[config.mk]
export PLATFORM = sky130hd
export DESIGN_NAME = fifo_sync_fwft
export DESIGN_NICKNAME = d
export VERILOG_FILES = /design/src/rtl/fifo_pkg.sv /design/src/rtl/fifo_wrap_ptr.sv /design/src/rtl/fifo_sync_fwft.sv
export SDC_FILE = /design/constraint.sdc
export NUM_CORES = 1
export LEC_CHECK = 0
export CAP_MARGIN = 20
export CORE_UTILIZATION = 55
export DETAILED_ROUTE_END_ITERATION = 8
export PLACE_DENSITY = 0.74
export SETUP_SLACK_MARGIN = 0.02
export SKIP_CTS_REPAIR_TIMING = 1
export SYNTH_ARGS = -nofsm -noshare
export SYNTH_HDL_FRONTEND = slang
export SYNTH_HIERARCHICAL = 1
export SYNTH_SLANG_ARGS = --single-unit
[constraint.sdc]
create_clock -name clk -period 6.25 [get_ports clk]
set_input_delay 1.25 -clock clk [delete_from_list [all_inputs] [get_ports clk]]
set_output_delay 1.25 -clock clk [all_outputs]
set_load 0.05 [all_outputs]
[src/rtl/fifo_pkg.sv]
// Shared constants and helpers for the synchronous FWFT FIFO family.
// Defaults here size the systolic-array staging FIFOs unless overridden.
package fifo_pkg;

  localparam int unsigned DEF_WORD_WIDTH = 8;
  localparam int unsigned DEF_FIFO_CAP   = 16;

  // Bits needed to index 'value' distinct states; returns 0 for value <= 1.
  function automatic int unsigned clog2(input int unsigned value);
    int unsigned r;
    r = 0;
    for (int unsigned v = (value > 0) ? value - 1 : 0; v > 0; v = v >> 1) begin
      r = r + 1;
    end
    return r;
  endfunction

endpackage

[src/rtl/fifo_wrap_ptr.sv]
// Wrapping index 0..FIFO_CAP-1 with a phase bit that toggles on each wrap,
// so two pointers can distinguish full from empty at equal indices.
module fifo_wrap_ptr #(
  parameter int unsigned FIFO_CAP  = 16,
  parameter int unsigned PTR_WIDTH = 4
) (
  input  logic                 clk,
  input  logic                 reset,
  input  logic                 clear,
  input  logic                 inc,
  output logic [PTR_WIDTH-1:0] ptr,
  output logic                 phase
);

  localparam logic [PTR_WIDTH-1:0] LAST_IDX = PTR_WIDTH'(FIFO_CAP - 1);

  logic [PTR_WIDTH-1:0] ptr_q, ptr_d;
  logic                 phase_q, phase_d;

  always_comb begin
    ptr_d   = ptr_q;
    phase_d = phase_q;
    if (clear) begin
      ptr_d   = '0;
      phase_d = 1'b0;
    end else if (inc) begin
      if (ptr_q == LAST_IDX) begin
        ptr_d   = '0;
        phase_d = ~phase_q;
      end else begin
        ptr_d = ptr_q + PTR_WIDTH'(1);
      end
    end
  end

  always_ff @(posedge clk) begin
    if (reset) begin
      ptr_q   <= '0;
      phase_q <= 1'b0;
    end else begin
      ptr_q   <= ptr_d;
      phase_q <= phase_d;
    end
  end

  assign ptr   = ptr_q;
  assign phase = phase_q;

endmodule

[src/rtl/fifo_sync_fwft.sv]
// Synchronous first-word-fall-through FIFO with arbitrary depth, occupancy
// count, almost-full/empty thresholds, flush and sticky error flags.
module fifo_sync_fwft
  import fifo_pkg::*;
#(
  parameter  int unsigned WORD_WIDTH = DEF_WORD_WIDTH,
  parameter  int unsigned FIFO_CAP   = DEF_FIFO_CAP,
  parameter  int unsigned AF_LEVEL   = FIFO_CAP - 2,
  parameter  int unsigned AE_LEVEL   = 2,
  localparam int unsigned PTR_WIDTH  = clog2(FIFO_CAP),
  localparam int unsigned CNT_WIDTH  = clog2(FIFO_CAP + 1)
) (
  input  logic                  clk,
  input  logic                  reset,
  input  logic                  flush,
  input  logic                  w_enable,
  input  logic [WORD_WIDTH-1:0] d_in,
  input  logic                  r_enable,
  output logic [WORD_WIDTH-1:0] d_out,
  output logic                  full,
  output logic                  empty,
  output logic                  almost_full,
  output logic                  almost_empty,
  output logic [CNT_WIDTH-1:0]  count,
  output logic                  overflow,
  output logic                  underflow
);

  logic [PTR_WIDTH-1:0]  w_ptr, r_ptr;
  logic                  w_phase, r_phase;
  logic                  ptr_equal, full_int, empty_int;
  logic                  rd_acc, wr_acc;

  logic [WORD_WIDTH-1:0] mem_q [FIFO_CAP];
  logic [CNT_WIDTH-1:0]  count_q, count_d;
  logic                  overflow_q, overflow_d;
  logic                  underflow_q, underflow_d;
  logic [31:0]           count_ext;

  assign ptr_equal = (w_ptr == r_ptr);
  assign empty_int = ptr_equal && (w_phase == r_phase);
  assign full_int  = ptr_equal && (w_phase != r_phase);

  // A read on a full FIFO frees the head slot, so the write can reuse it.
  assign rd_acc = r_enable && !empty_int;
  assign wr_acc = w_enable && (!full_int || rd_acc);

  fifo_wrap_ptr #(
    .FIFO_CAP (FIFO_CAP),
    .PTR_WIDTH(PTR_WIDTH)
  ) u_wr_ptr (
    .clk  (clk),
    .reset(reset),
    .clear(flush),
    .inc  (wr_acc && !flush),
    .ptr  (w_ptr),
    .phase(w_phase)
  );

  fifo_wrap_ptr #(
    .FIFO_CAP (FIFO_CAP),
    .PTR_WIDTH(PTR_WIDTH)
  ) u_rd_ptr (
    .clk  (clk),
    .reset(reset),
    .clear(flush),
    .inc  (rd_acc && !flush),
    .ptr  (r_ptr),
    .phase(r_phase)
  );

  always_ff @(posedge clk) begin
    if (wr_acc && !flush && !reset) begin
      mem_q[w_ptr] <= d_in;
    end
  end

  // Flush cycles ignore requests entirely, including their error side effects.
  always_comb begin
    count_d     = count_q;
    overflow_d  = overflow_q;
    underflow_d = underflow_q;
    if (flush) begin
      count_d = '0;
    end else begin
      case ({wr_acc, rd_acc})
        2'b10:   count_d = count_q + CNT_WIDTH'(1);
        2'b01:   count_d = count_q - CNT_WIDTH'(1);
        default: count_d = count_q;
      endcase
      if (w_enable && !wr_acc) overflow_d = 1'b1;
      if (r_enable && !rd_acc) underflow_d = 1'b1;
    end
  end

  always_ff @(posedge clk) begin
    if (reset) begin
      count_q     <= '0;
      overflow_q  <= 1'b0;
      underflow_q <= 1'b0;
    end else begin
      count_q     <= count_d;
      overflow_q  <= overflow_d;
      underflow_q <= underflow_d;
    end
  end

  assign count_ext    = 32'(count_q);
  assign d_out        = empty_int ? '0 : mem_q[r_ptr];
  assign full         = full_int;
  assign empty        = empty_int;
  assign almost_full  = (count_ext >= AF_LEVEL);
  assign almost_empty = (count_ext <= AE_LEVEL);
  assign count        = count_q;
  assign overflow     = overflow_q;
  assign underflow    = underflow_q;

endmodule

==> results of run 1 <==
==> logic make-up after synthesis <==
kind of cell    share of synthesized area (%)
buf+inv                                  2.57
compound gates                           2.37
mux                                      16.3
flops                                    67.3
fa+ha+maj                                1.33
xor+xnor                                 1.55
simple gates                             8.61
==> state kept, by name (all words and copies together) (netlist names) <==
signal / flops
u_wr_ptr/phase: 1
mem_q: 128
u_wr_ptr/ptr: 4
underflow: 1
u_rd_ptr/ptr: 4
overflow: 1
u_rd_ptr/phase: 1
count: 5
==> cell type report <==
class                           instances  area (µm²)
Clock buffer                           19         433
Clock inverter                         11         189
Inverter                                4        15.0
Fill cell                             708        3660
Multi-Input combinational cell        165        1900
Sequential cell                       145        4190
Tap cell                              140         175
Timing Repair Buffer                   40         378
==> Yosys cell counts (all sizes together), types with 2 or more instances <==
master	number	share of area, %
ha	5	1.0
a211oi	4	0.64
o21ai	6	0.54
nor4	6	0.80
dfxtp	17	5.5
nand3b	2	0.24
nor3	16	1.8
nand4	4	0.50
inv	4	0.24
clkbuf	3	0.24
nand2b	8	0.80
mux4	40	15
and3	2	0.20
a21oi	4	0.32
nor2b	10	1.6
xor2	5	0.70
a31oi	2	0.20
nand3	5	0.40
nand2	11	0.82
nor2	9	0.54
mux2i	5	0.80
edfxtp	128	62
buf	14	2.1
xnor2	6	0.84
or3	4	0.40
==> power groups by stage <==
stage	sequential [mW]	clock, mW	combinational, mW
2_1_floorplan	1.08	0	0.0306
3_3_place_gp	1.08	0	0.0638
3_5_place_dp	1.08	0	0.0668
4_1_cts	1.06	1.08	0.0670
5_1_grt	1.06	1.12	0.0718
6_report	1.06	1.07	0.0666
==> stage by stage <==
step,cells,area (µm²),setup WS (ns),hold slack (ns),power [mW]
2_1_floorplan,331,6220,1.95,0.506,1.11
3_3_place_gp,494,6660,1.84,0.462,1.14
3_5_place_dp,494,6660,1.80,0.474,1.15
4_1_cts,524,7280,1.34,0.486,2.21
5_1_grt,524,7280,1.22,0.514,2.25
6_report,524,7280,1.38,0.486,2.20
==> per-layer routing <==
| layer | vias to the layer above | part of all wire, % | GRT usage (%) |
|---|---|---|---|
| met3 | 10 | 7.9 | 6.21 |
| li1 | 1441 | - | - |
| met4 | 0 | 0.95 | 8.69 |
| met5 | - | 0 | 0 |
| met1 | 1644 | 41 | 30.8 |
| met2 | 126 | 50 | 37.5 |
==> worst min-delay path by stage <==
stage | end | slack (ns) | cells after the start
finish | overflow | 0.49 | 2
global route | underflow | 0.51 | 2
CTS | underflow | 0.49 | 2
detailed placement | underflow | 0.47 | 2
global placement | underflow | 0.46 | 2
floorplan | u_wr_ptr/ptr[3] | 0.51 | 2
==> worst reg2reg max path, delay by kind of cell, from the launching register on <==
kind | cells | cell delay (ns)
DFF | 1 | 0.93
and+or+nand+nor | 4 | 1.87
xor gates and xnor gates | 1 | 0.20
==> impl_metrics.yaml, run 1 <==
logic_synthesis:
  synth_async_sr_flop_share_pct: 0
  ys_seq_elements: 145
  synthFlopType: "edfxtp_1"
  syn_avg_cell_area_um2: 18.8
  yosysSeqAreaShare_pct: 67.3
  synth_enable_flop_cells: 128
  synth.distinct_cells: 48
  syn_inst: 331
  synth_nets: 350
  yosys_warnings: 6
  syn_area_um2: 6220
power:
  p_sw_share_pct: 18.8
  power_leakage_nw: 2.29
  p_sw_mw: 0.414
  combinationalPowerShare_pct: 3.0
  power.density_nw_per_um2: 302
  p_int_mw: 1.78
  p_clk_share_pct: 48.7
  seqPwrFrac_pct: 48.3
  ir_drop_v: 0.000176
critical_path:
  regToRegSetupSlack_ns: 2.88
  slowest_stage: "dfxtp_2"
  crit_fanout: 27
  endpoint: "d_out[7]"
  path_delay_family: "buffers and inverters"
  critPathMaxStageDelay_ns: 0.91
  r2r_start: "u_rd_ptr/ptr[1]"
  crit_path_cell_trace: "buf_4 > mux4_1 > mux4_2 > nor2b_4 > clkdlybuf4s50_1"
  arrival_ns: 3.62
  crit_path_start_kind: "flop"
  timing.rr.end: "mem_q[4][3]"
  critical_path.startpoint: "u_rd_ptr/ptr[0]"
  cp.required_ns: 5.00
  worstSetupPathDepth: 5
  worstSetupEndpointType: "primary output"
  reg2reg_depth: 5
  path_class: "flop to primary output"
  cp_num_buf_inv: 2
finish:
  final_cell_mix: "edfxtp_1, clkdlybuf4s50_1, mux4_2"
  num-nets-final: 392
  syn_to_final_growth_pct: 17.0
  fin_util_pct: 66.5
  drive_gt1_share_pct: 24.0
  antenna_cells: 0
  final_common_cell: "edfxtp_1"
timing:
  rsz0062_at_grt: "false"
  min_period_ns: 4.87
  setup_viol: 0
  final.setup.tns_ns: 0
  max_freq_mhz: 205
  hold_viol_final: 0
  slew_headroom_pct: 31.8
  drv_slew: 0
  fin_skew_ns: 0.00573
  fin_crit_sh_pct: 78.0
  worst_pin_slew_ns: 1.02
global_routing:
  gr-usage-all-layers_pct: 23.3
  antenna_found_initial: 0
  grt_pass1_vias: 3158
  grt_start_max_net_pins: 38
  grt-ovfl-total: 0
  grt_pass1_wl_mm: 18.7
floorplan:
  fp.dieH_um: 108
  core_area_um2: 10900
  die_w_um: 108
  dieArea_um2: 11700
  rows: 38
  initial_core_util_pct: 56.9
  ioPinCount: 32
route:
  wl_per_cell_um: 23.4
  vias: 3221
  drt_iter0_drc: 195
  drc: 0
  antenna_left: 0
  viasPerCell: 6.15
  wl_mm: 12.3
  first_pass_iters: 4
clocking:
  insertion_delay_ns: 0.41
  tritoncts: "built"
  htreeDepth: 4
  ctsLongestPathBuffers: 2
  clock_sinks: 145
  cts_buffers: 17
  clk_transition_reported_paths_ns: 0.06
  root_buffer: "clkbuf_16"
placement:
  dpl.hpwl_mm: 7.54
  routabilityCongestion: 0.787
  io_buffer_count: 31
outcome:
  status: "finished, final reports clean"
min_path:
  min_from: "overflow"
  timing.hold.worst.class: "flop to flop"
run:
  maxCapViolCount: 0
(Power assumes the default switching activity.)
==> run 2: changes to the inputs <==
==> constraint.sdc (replaced) <==
create_clock -name clk -period 4.7 [get_ports clk]
set_input_delay 0.94 -clock clk [delete_from_list [all_inputs] [get_ports clk]]
set_output_delay 0.94 -clock clk [all_outputs]
set_load 0.05 [all_outputs]
==> run 2 against run 1 <==
First-iteration DRC count up 39%. Critical path type unchanged. Flip-flop and latch count unchanged. Non-clock buffer count up 11. Final area up 0.98%. Worst hold slack worse by 0.0085 ns. Utilization up 0.65 points. Worst setup slack worse by 0.75 ns. Critical endpoint is now d_out[2]. Sequential power up 33%.
==> impl_metrics.yaml, run 2 (synthesized netlist as in run 1, its figures left out) <==
route:
  wl_per_cell_um: 22.7
  drt_iter0_drc: 271
  antenna_left: 0
  vias: 3266
  first_pass_iters: 7
  drc: 0
  viasPerCell: 6.09
  wl_mm: 12.2
timing:
  hold_viol_final: 0
  max_freq_mhz: 246
  drv_slew: 0
  final.setup.tns_ns: 0
  fin_skew_ns: 0.00913
  fin_crit_sh_pct: 86.7
  hold_ws_ns: 0.477
  rsz0062_at_grt: "false"
  worst_pin_slew_ns: 0.896
  setup_viol: 0
  min_period_ns: 4.07
  slew_headroom_pct: 39.9
finish:
  fin_util_pct: 67.2
  regArea_um2: 4190
  regMostFlops: "mem_q"
  drive_gt1_share_pct: 26.8
  syn_to_final_growth_pct: 18.1
  largest_reg_flops: 128
  n_fill_cell: 703
  multi_input_area_um2: 1900
  final_cell_mix: "edfxtp_1, clkdlybuf4s50_1, mux4_2"
  antenna_cells: 0
  num-nets-final: 403
  final_common_cell: "edfxtp_1"
clocking:
  clock_sinks: 145
  tritoncts: "built"
  insertion_delay_ns: 0.41
  cts_buffers: 17
  htreeDepth: 4
  clk_transition_reported_paths_ns: 0.06
  root_buffer: "clkbuf_16"
  ctsLongestPathBuffers: 2
floorplan:
  fp.dieH_um: 108
  dieArea_um2: 11700
  die_w_um: 108
  initial_core_util_pct: 56.9
  ioPinCount: 32
  rows: 38
  core_area_um2: 10900
global_routing:
  met3_usage_pct: 7.84
  grt_use_met1_pct: 31.4
  grt-busiest-layer: "met2"
  grt_use_met2_pct: 34.9
  gr-usage-all-layers_pct: 22.9
  grt_pass1_wl_mm: 18.8
  grt_start_max_net_pins: 26
  grt-ovfl-total: 0
  grt_pass1_vias: 3249
  antenna_found_initial: 0
critical_path:
  cp.required_ns: 3.76
  path_class: "flop to primary output"
  arrival_ns: 3.13
  crit_fanout: 25
  worstSetupEndpointType: "primary output"
  crit_path_start_kind: "flop"
placement:
  dpl.hpwl_mm: 7.63
  io_buffer_count: 31
  routabilityCongestion: 0.742
power:
  p_int_mw: 2.27
  combinationalPowerShare_pct: 3.2
  p_clk_share_pct: 47.2
  power_leakage_nw: 2.35
  seqPwrFrac_pct: 49.6
  p_sw_mw: 0.569
  power.density_nw_per_um2: 387
  ir_drop_v: 0.000207
  p_sw_share_pct: 20.0
run:
  maxCapViolCount: 0
outcome:
  status: "finished, final reports clean"
min_path:
  timing.hold.worst.class: "flop to flop"
-- run 2: critical path: stages (launching register included) --
cell,delay (ns)
dfxtp_1,0.75
buf_12,0.27
mux4_1,0.34
mux4_2,0.50
nor2b_4,0.14
clkdlybuf4s50_1,0.70
-- run 2: cell type report --
type	count	area share [%]
Sequential cell	145	57.0
Multi-Input combinational cell	165	25.8
Timing Repair Buffer	51	6.64
Clock buffer	18	5.84
Tap cell	140	2.38
Clock inverter	13	2.18
Inverter	4	0.204
-- run 2: worst paths after layout --
kind / from / end / slack [ns] / cells past startpoint
setup / recovery: u_rd_ptr/ptr[1] / d_out[2] / 0.63 / 5
hold reg to reg: underflow / underflow / 0.48 / 2
setup reg to reg: u_rd_ptr/ptr[1] / mem_q[12][7] / 1.46 / 6
hold / removal: underflow / underflow / 0.48 / 2
-- run 2: per-layer routing --
metal | vias to the layer above | share of wire (%)
li1 | 1465 | -
met3 | 16 | 7.3
met1 | 1658 | 43
met5 | - | 0
met4 | 0 | 1.3
met2 | 127 | 48
-- run 2: stage by stage --
stage | cell area (µm²) | instances | worst slack (ns) | power, mW
4_1_cts | 7350 | 536 | 0.601 | 2.86
5_1_grt | 7350 | 536 | 0.537 | 2.91
6_report | 7350 | 536 | 0.627 | 2.84
3_5_place_dp | 6760 | 505 | 1.08 | 1.53
3_3_place_gp | 6760 | 505 | 1.10 | 1.52
2_1_floorplan | 6220 | 331 | 0.709 | 1.48
-- run 2: power groups by stage --
stage / Sequential (mW) / Combinational, mW / Clock [mW]
global route: 1.41 / 0.0981 / 1.41
floorplan: 1.44 / 0.0407 / 0
detailed placement: 1.44 / 0.0908 / 0
CTS: 1.41 / 0.0918 / 1.36
finish: 1.41 / 0.0915 / 1.34
global placement: 1.44 / 0.0878 / 0
